`config.mk`:
```
export PLATFORM = sky130hd
export DESIGN_NAME = window_gen_3x3
export DESIGN_NICKNAME = d
export VERILOG_FILES = /design/src/rtl/window_gen_3x3.sv
export SDC_FILE = /design/constraint.sdc
export NUM_CORES = 1
export LEC_CHECK = 0
export ABC_AREA = 1
export CAP_MARGIN = 15
export CORE_MARGIN = 8
export CORE_UTILIZATION = 25
export CTS_BUF_LIST = sky130_fd_sc_hd__clkbuf_8 sky130_fd_sc_hd__clkbuf_16
export CTS_CLUSTER_DIAMETER = 40
export CTS_CLUSTER_SIZE = 20
export DETAILED_ROUTE_END_ITERATION = 6
export GPL_TIMING_DRIVEN = 0
export SYNTH_ARGS = -nofsm -noshare
export SYNTH_HDL_FRONTEND = slang
export SYNTH_SLANG_ARGS = --single-unit
```
`constraint.sdc`:
```
create_clock -name i_clk -period 5.7 [get_ports i_clk]
set_input_delay 0.855 -clock i_clk [delete_from_list [all_inputs] [get_ports i_clk]]
set_output_delay 0.855 -clock i_clk [all_outputs]
set_load 0.01 [all_outputs]
```
`src/rtl/window_gen_3x3.sv`:
```
// Raster-to-window front end: turns a row-major pixel stream into 3x3
// neighbourhoods using two line buffers and a 3-column shift register.
module window_gen_3x3 #(
  parameter int DATA_SIZE   = 8,
  parameter int KERNEL_SIZE = 3,
  parameter int IMG_WIDTH   = 16,
  parameter int IMG_HEIGHT  = 16
) (
  input  logic                 i_clk,
  input  logic                 i_nrst,
  input  logic                 i_valid,
  input  logic                 i_sof,
  input  logic [DATA_SIZE-1:0] i_data,
  output logic                 o_valid,
  output logic [DATA_SIZE-1:0] o_window [KERNEL_SIZE][KERNEL_SIZE],
  output logic                 o_frame_done,
  output logic                 o_sof_err
);

  localparam int CW = $clog2(IMG_WIDTH);
  localparam int RW = $clog2(IMG_HEIGHT);
  localparam logic [CW-1:0] COL_LAST = CW'(IMG_WIDTH - 1);
  localparam logic [RW-1:0] ROW_LAST = RW'(IMG_HEIGHT - 1);

  logic [CW-1:0] col_reg, cur_col;
  logic [RW-1:0] row_reg, cur_row;
  logic          emit, at_origin, last_pixel;

  logic [DATA_SIZE-1:0] lb0 [IMG_WIDTH];
  logic [DATA_SIZE-1:0] lb1 [IMG_WIDTH];
  logic [DATA_SIZE-1:0] tap [KERNEL_SIZE];
  logic [DATA_SIZE-1:0] sr_reg  [KERNEL_SIZE][KERNEL_SIZE];
  logic [DATA_SIZE-1:0] sr_next [KERNEL_SIZE][KERNEL_SIZE];

  // A start-of-frame pixel is always position (0,0), whatever the counters say.
  assign at_origin  = (col_reg == '0) && (row_reg == '0);
  assign cur_col    = i_sof ? '0 : col_reg;
  assign cur_row    = i_sof ? '0 : row_reg;
  assign emit       = i_valid && (cur_row >= RW'(2)) && (cur_col >= CW'(2));
  assign last_pixel = (cur_row == ROW_LAST) && (cur_col == COL_LAST);

  assign tap[0] = lb1[cur_col];
  assign tap[1] = lb0[cur_col];
  assign tap[2] = i_data;

  for (genvar gi = 0; gi < 3; gi++) begin : g_row
    assign sr_next[gi][0] = sr_reg[gi][1];
    assign sr_next[gi][1] = sr_reg[gi][2];
    assign sr_next[gi][2] = tap[gi];
  end

  // Line buffers are never reset; windows are suppressed until they hold current-frame rows.
  always_ff @(posedge i_clk) begin
    if (i_valid) begin
      lb1[cur_col] <= lb0[cur_col];
      lb0[cur_col] <= i_data;
    end
  end

  always_ff @(posedge i_clk or negedge i_nrst) begin
    if (!i_nrst) begin
      col_reg      <= '0;
      row_reg      <= '0;
      o_valid      <= 1'b0;
      o_frame_done <= 1'b0;
      o_sof_err    <= 1'b0;
      for (int i = 0; i < 3; i++) begin
        for (int j = 0; j < 3; j++) begin
          sr_reg[i][j]   <= '0;
          o_window[i][j] <= '0;
        end
      end
    end else begin
      o_valid      <= emit;
      o_frame_done <= emit && last_pixel;
      o_sof_err    <= i_valid && i_sof && !at_origin;
      if (i_valid) begin
        sr_reg <= sr_next;
        if (emit) begin
          o_window <= sr_next;
        end
        if (cur_col == COL_LAST) begin
          col_reg <= '0;
          row_reg <= (cur_row == ROW_LAST) ? '0 : cur_row + RW'(1);
        end else begin
          col_reg <= cur_col + CW'(1);
          row_reg <= cur_row;
        end
      end
    end
  end

endmodule

```
==> impl_metrics.env, run 1 <==
export IMPL_status="finished with violations"
export IMPL_violations="DRC"
export IMPL_grt_util_all_layers=0.1213
export IMPL_maxSlewHeadroom=0.3449
export IMPL_yosys_warnings=0
export IMPL_wire_per_inst_um=17.02
export IMPL_dpl_hpwl_um=31570
export IMPL_dieHeight_um=270.2
export IMPL_critPathMaxFanout=11
export IMPL_pwr_share_clk=0.413
export IMPL_avgViaCountPerCell=4.326
export IMPL_p_switching_mw=1.746
export IMPL_seqPwrFrac=0.477
export IMPL_drt_iter0_markers=1000
export IMPL_cp_depth=9
export IMPL_p_int_mw=5.076
export IMPL_power_frac_comb=0.109
export IMPL_syn_inst=1623
export IMPL_fin_skew_ns=0.02105
export IMPL_worstSetupEndpointType="register"
export IMPL_setup_viol=0
export IMPL_cts_tree="yes"
export IMPL_hold_viol=0
export IMPL_cp_common_cell="inv_2"
export IMPL_p_leak_nw=8.829
export IMPL_core_area_mm2=0.06423
export IMPL_synth_compound_area_frac=0.04026
export IMPL_drive_gt1_frac=0.08995
export IMPL_cts_sinks=387
export IMPL_synth_seq_cells=387
export IMPL_crit_chain="clkdlybuf4s50_1 > inv_2 > nand2_2 > inv_2 > buf_2 > ha_1 > nand2_1 > nor2_2 > buf_8"
export IMPL_synth_top_family_by_area="simple AND/OR/NAND/NOR gates"
export IMPL_critPathLaunchType="input port"
export IMPL_r2r_start="col_reg[0]$_DFFE_PN0P_"
export IMPL_grt_pass1_wl_um=69610
export IMPL_fmax_mhz=271.6
export IMPL_final_max_slew_viol_count=0
export IMPL_utilization=0.3102
export IMPL_synth_xor_area_share=0.0005420
export IMPL_drt_pass1_iter_count=7
export IMPL_synth_area_leaders="edfxtp_1 (48%), dfrtp_1 (20%), nand2_1 (12%), inv_1 (5.7%), nand3_1 (4.4%)"
export IMPL_top_regs="lb0: 128 flops, lb1: 128 flops, o_window: 72 flops"
export IMPL_cts_hold_buf=0
export IMPL_maxCapViolCount=0
export IMPL_postSynthAreaPerCell_um2=9.956
export IMPL_worst_pin_slew_ns=0.9796
export IMPL_yosys_area_top_type="edfxtp_1"
export IMPL_synthSimpleGateAreaFrac=0.1950
export IMPL_crit_arrival_ns=3.94
export IMPL_drc=2
export IMPL_nets=1785
export IMPL_routabilityCongestion=0.8852
export IMPL_clock_latency_ns=0.56
export IMPL_post_route_period_util=0.6459
export IMPL_initial_core_util=0.2516
export IMPL_slowest_delay_ns=0.72
export IMPL_final_antenna_net_count=0
export IMPL_synth_mux_area_frac=0
export IMPL_synth_area_mm2=0.01616
export IMPL_report_power_total_mw=6.822
export IMPL_cts_root_buffer="clkbuf_16"
export IMPL_rows=93
export IMPL_synth_fa_ha_area_frac=0.003097
export IMPL_vias=11495
export IMPL_dieArea_mm2=0.07303
export IMPL_ir_worst_vdd_uv=187.3
export IMPL_worst_r2r_endpoint="lb0[11][7]$_DFFE_PP_"
export IMPL_cts_made_buffers=41
export IMPL_syn_to_final_growth_pct=23.29
export IMPL_htree_levels=2
export IMPL_period_minus_slack_ns=3.681
export IMPL_cts_resized_gates=0
export IMPL_cp_slowest_cell="nor2_2"
export IMPL_grt_antenna_before_repair=1
export IMPL_hold_class="in -> async"
export IMPL_r2r_slack_ns=2.40
export IMPL_path_delay_family="buffers and inverters"
export IMPL_ios=87
export IMPL_die_w_um=270.2
export IMPL_post_cts_setup_buffers=0
export IMPL_cp_required_ns=5.96
export IMPL_fin_area_mm2=0.01992
export IMPL_grt_max_degree=82
export IMPL_synth_top_area_frac=0.4757
export IMPL_clock_path_buffers=3
export IMPL_clk_pin_slew_worst_paths_ns=0.06
export IMPL_cp_num_buf_inv=5
export IMPL_grt_overflow=0
export IMPL_rsz0062_at_grt="false"
export IMPL_dpl_instance_area_mm2=0.01846
export IMPL_seq_area_frac_synth=0.6786
export IMPL_crit_type="in -> reg"
export IMPL_yosysUniqueCellTypes=28
export IMPL_switching_share=0.2560
export IMPL_grt_pass1_vias=11560
export IMPL_drt_total_wl_um=45220
export IMPL_p_per_area_mw_per_mm2=342.4
export IMPL_numPortBuffers=86
export IMPL_syn_nets=1639
export IMPL_r2r_cells=8
power by group through the flow:
stage / Combinational (mW) / Sequential [mW] / Clock [mW]
6_report: 0.746 / 3.26 / 2.82
3_5_place_dp: 0.747 / 3.31 / 0
4_1_cts: 0.751 / 3.26 / 2.86
2_1_floorplan: 0.362 / 3.31 / 0
5_1_grt: 0.826 / 3.27 / 2.96
3_3_place_gp: 0.724 / 3.31 / 0
area by class of cell:
cell class                      count  area, um2
Multi-Input combinational cell    911       3901
Clock inverter                     26      277.8
Sequential cell                   387      10970
Buffer                             74      390.4
Fill cell                        6557      44310
Tap cell                          855       1070
Antenna cell                        1      2.502
Timing Repair Buffer              103       1192
Clock buffer                       49       1181
Inverter                          251      942.2
worst max path at each step:
| stage | from | endpoint | slack, ns |
|---|---|---|---|
| floorplan | i_sof | lb0[15][0]$_DFFE_PP_ | 2.82 |
| global placement | i_nrst | o_window[51]$_DFFE_PN0P_ | -1.18 |
| finish | i_sof | lb0[11][7]$_DFFE_PP_ | 2.02 |
| global route | i_sof | lb0[11][7]$_DFFE_PP_ | 1.92 |
| detailed placement | i_sof | lb1[11][4]$_DFFE_PP_ | 1.56 |
| CTS | i_sof | lb0[11][7]$_DFFE_PP_ | 2.12 |
kinds of logic (layout without fill, tap and decap cells):
kind of cell | Yosys count | in the layout
xor gates and xnor gates | 1 | 1
other | 0 | 1
AOI/OAI and AO/OA | 129 | 129
and+or+nand+nor | 777 | 777
buffers and inverters | 325 | 503
DFF | 387 | 387
adders and majority gates | 4 | 4
stage by stage:
step,std cells,setup TNS (ns),hold slack [ns],worst slack (ns)
floorplan,1623,0,0.4530,2.819
global placement,2564,-152.31,0.4648,-1.181
detailed placement,2581,0,0.4670,1.560
CTS,2656,0,0.2427,2.118
global route,2656,0,0.2745,1.923
finish,2657,0,0.2468,2.019
layout by cell type, fill, tap and decap left out, types with 8 or more instances in the layout:
cell type          n
nand2_1          533
edfxtp_1         256
inv_1            248
nand3_1          142
dfrtp_1          131
o21ai_0          118
clkdlybuf4s50_1   85
nor2_1            63
clkbuf_16         45
buf_2             29
clkbuf_1          23
nor2_2            19
buf_8             11
buf_4              8
nand4_1            8
o21ai_1            8
Yosys cell counts (all sizes together):
cell,n
nor3,4
nor4,2
nand2,537
clkinv,1
o2111ai,1
dfrtp,131
a21oi,1
o21ai,126
xor2,1
and3,1
clkbuf,24
nand3,142
edfxtp,256
nor2,83
a31oi,1
nand4,8
ha,4
buf,50
inv,250
worst reg2reg max path, cell delays in order, from the launching register on:
cell and delay, ns:
dfrtp_1 0.34, buf_2 0.19, inv_2 0.10, nor2_2 0.36, clkbuf_1 0.48, ha_1 0.31, nand2_1 0.26, nor2_2 0.73
buf_8 0.24
routing by layer:
metal	vias to the layer above	routed length, um	GRT usage
met5	-	0	0
met2	443	21460	0.2055
met3	116	3077	0.02071
met4	0	1712	0.05058
li1	5466	-	-
met1	5470	18970	0.1521
Note: power is estimated with default switching activity, not from simulation.
==> run 2: changes to the inputs <==
- clock period: 5.7 -> 3.8 ns (I/O delays scaled with it)
==> impl_metrics.env, run 2 (synthesis results as in run 1) <==
export IMPL_status="completed"
export IMPL_fin_area_mm2=0.01993
export IMPL_cp_num_buf_inv=5
export IMPL_cts_root_buffer="clkbuf_16"
export IMPL_setup_viol=0
export IMPL_cts_resized_gates=0
export IMPL_min_to="o_window[49]$_DFFE_PN0P_"
export IMPL_r2r_slack_ns=0.52
export IMPL_cp_required_ns=4.06
export IMPL_dpl_instance_area_mm2=0.01846
export IMPL_slowest_delay_ns=0.72
export IMPL_place_inst=2581
export IMPL_grt_pass1_vias=11563
export IMPL_critPathMaxFanout=11
export IMPL_numPortBuffers=86
export IMPL_final_common_cell="nand2_1"
export IMPL_fin_skew_ns=0.02069
export IMPL_core_area_mm2=0.06423
export IMPL_clk_pin_slew_worst_paths_ns=0.06
export IMPL_critPathLaunchType="input port"
export IMPL_utilization=0.3103
export IMPL_hold_class="reg -> reg"
export IMPL_final_cell_mix="nand2_1 (533), edfxtp_1 (256), inv_1 (248)"
export IMPL_cts_made_buffers=41
export IMPL_final_cells=2658
export IMPL_drc=0
export IMPL_fmax_mhz=296.7
export IMPL_p_per_area_mw_per_mm2=513.0
export IMPL_vias=11527
export IMPL_p_leak_nw=8.833
export IMPL_holdPathStages=2
export IMPL_r2r_start="col_reg[0]$_DFFE_PN0P_"
export IMPL_hp_start="o_window[49]$_DFFE_PN0P_"
export IMPL_routabilityCongestion=0.8852
export IMPL_final_fill_count=6556
export IMPL_wire_per_inst_um=16.97
export IMPL_cp_slowest_cell="nor2_2"
export IMPL_post_cts_setup_buffers=0
export IMPL_drive_gt1_frac=0.08990
export IMPL_drt_iter0_markers=1005
export IMPL_crit_chain="clkdlybuf4s50_1 > inv_2 > nand2_2 > inv_2 > buf_2 > ha_1 > nand2_1 > nor2_2 > buf_8"
export IMPL_initial_core_util=0.2516
export IMPL_top_regs="lb0: 128 flops, lb1: 128 flops, o_window: 72 flops"
export IMPL_dieHeight_um=270.2
export IMPL_nets=1786
export IMPL_syn_to_final_growth_pct=23.35
export IMPL_ios=87
export IMPL_cts_tree="yes"
export IMPL_post_route_period_util=0.8871
export IMPL_die_w_um=270.2
export IMPL_grt_overflow=0
export IMPL_report_power_total_mw=10.23
export IMPL_final_antenna_net_count=0
export IMPL_rows=93
export IMPL_hold_viol=0
export IMPL_rsz0062_at_grt="false"
export IMPL_avgViaCountPerCell=4.337
export IMPL_grt_pass1_wl_um=69610
export IMPL_maxSlewHeadroom=0.3492
export IMPL_drt_pass1_iter_count=5
export IMPL_crit_start="i_sof"
export IMPL_clock_path_buffers=3
export IMPL_grt_max_degree=82
export IMPL_ir_worst_vdd_uv=280.7
export IMPL_grt_util_all_layers=0.1213
export IMPL_dieArea_mm2=0.07303
export IMPL_worstSetupEndpointType="register"
export IMPL_fin_hold_ws_ns=0.4795
export IMPL_cp_common_cell="inv_2"
export IMPL_clock_latency_ns=0.56
export IMPL_period_minus_slack_ns=3.371
export IMPL_maxCapViolCount=0
export IMPL_dpl_hpwl_um=31570
export IMPL_path_delay_family="buffers and inverters"
export IMPL_cts_sinks=387
export IMPL_crit_arrival_ns=3.63
export IMPL_htree_levels=2
export IMPL_worst_r2r_endpoint="lb0[11][7]$_DFFE_PP_"
export IMPL_grt_antenna_before_repair=1
export IMPL_r2r_cells=8
export IMPL_worst_pin_slew_ns=0.9732
export IMPL_drt_total_wl_um=45100
export IMPL_final_max_slew_viol_count=0
export IMPL_crit_type="in -> reg"
run 2: how the worst max path moves through the flow:
stage          cells past startpoint                        to
3_5_place_dp                       9      lb1[11][4]$_DFFE_PP_
3_3_place_gp                       1  o_window[51]$_DFFE_PN0P_
4_1_cts                            9      lb0[11][7]$_DFFE_PP_
6_report                           9      lb0[11][7]$_DFFE_PP_
2_1_floorplan                      5      lb0[15][0]$_DFFE_PP_
5_1_grt                            9      lb0[11][7]$_DFFE_PP_
run 2: area by class of cell:
type | instances | area (um2) | share of cell area
diodes | 1 | 2.502 | 0.0001255
plain buffers | 74 | 390.4 | 0.01958
clock buffers | 49 | 1181 | 0.05926
clock inverters | 26 | 277.8 | 0.01394
inverters | 251 | 942.2 | 0.04727
multi-input cells | 911 | 3901 | 0.1957
flip-flops and latches | 387 | 10970 | 0.5501
well taps | 855 | 1070 | 0.05367
repair buffers | 104 | 1202 | 0.06032
run 2: worst register-to-register path, cell delays in order (launching register included):
cell,delay [ns]
dfrtp_1,0.34
buf_2,0.19
inv_2,0.10
nor2_2,0.36
clkbuf_1,0.47
ha_1,0.31
nand2_1,0.26
nor2_2,0.72
buf_8,0.24
run 2: where the power goes:
part	total, mW	internal (mW)	switching (mW)
combinational	1.12	0.362	0.756
clock	4.22	2.47	1.75
sequential	4.88	4.78	0.104
run 2: stage by stage:
step | setup slack (ns) | TNS (ns)
floorplan | 1.204 | 0
global placement | -2.796 | -494.36
detailed placement | -0.05504 | -0.4382
CTS | 0.5027 | 0
global route | 0.3084 | 0
finish | 0.4292 | 0
run 2: repair_timing:
action,in CTS,in global routing
hold buffers,1,0
setup endpoints to repair,0,0
endpoints found under the hold margin,50,0
run 2: routing by layer:
metal,routed length (um),global-route usage
met5,0,0
met4,1594,0.05058
met3,2969,0.02080
met2,21530,0.2055
met1,19000,0.1520
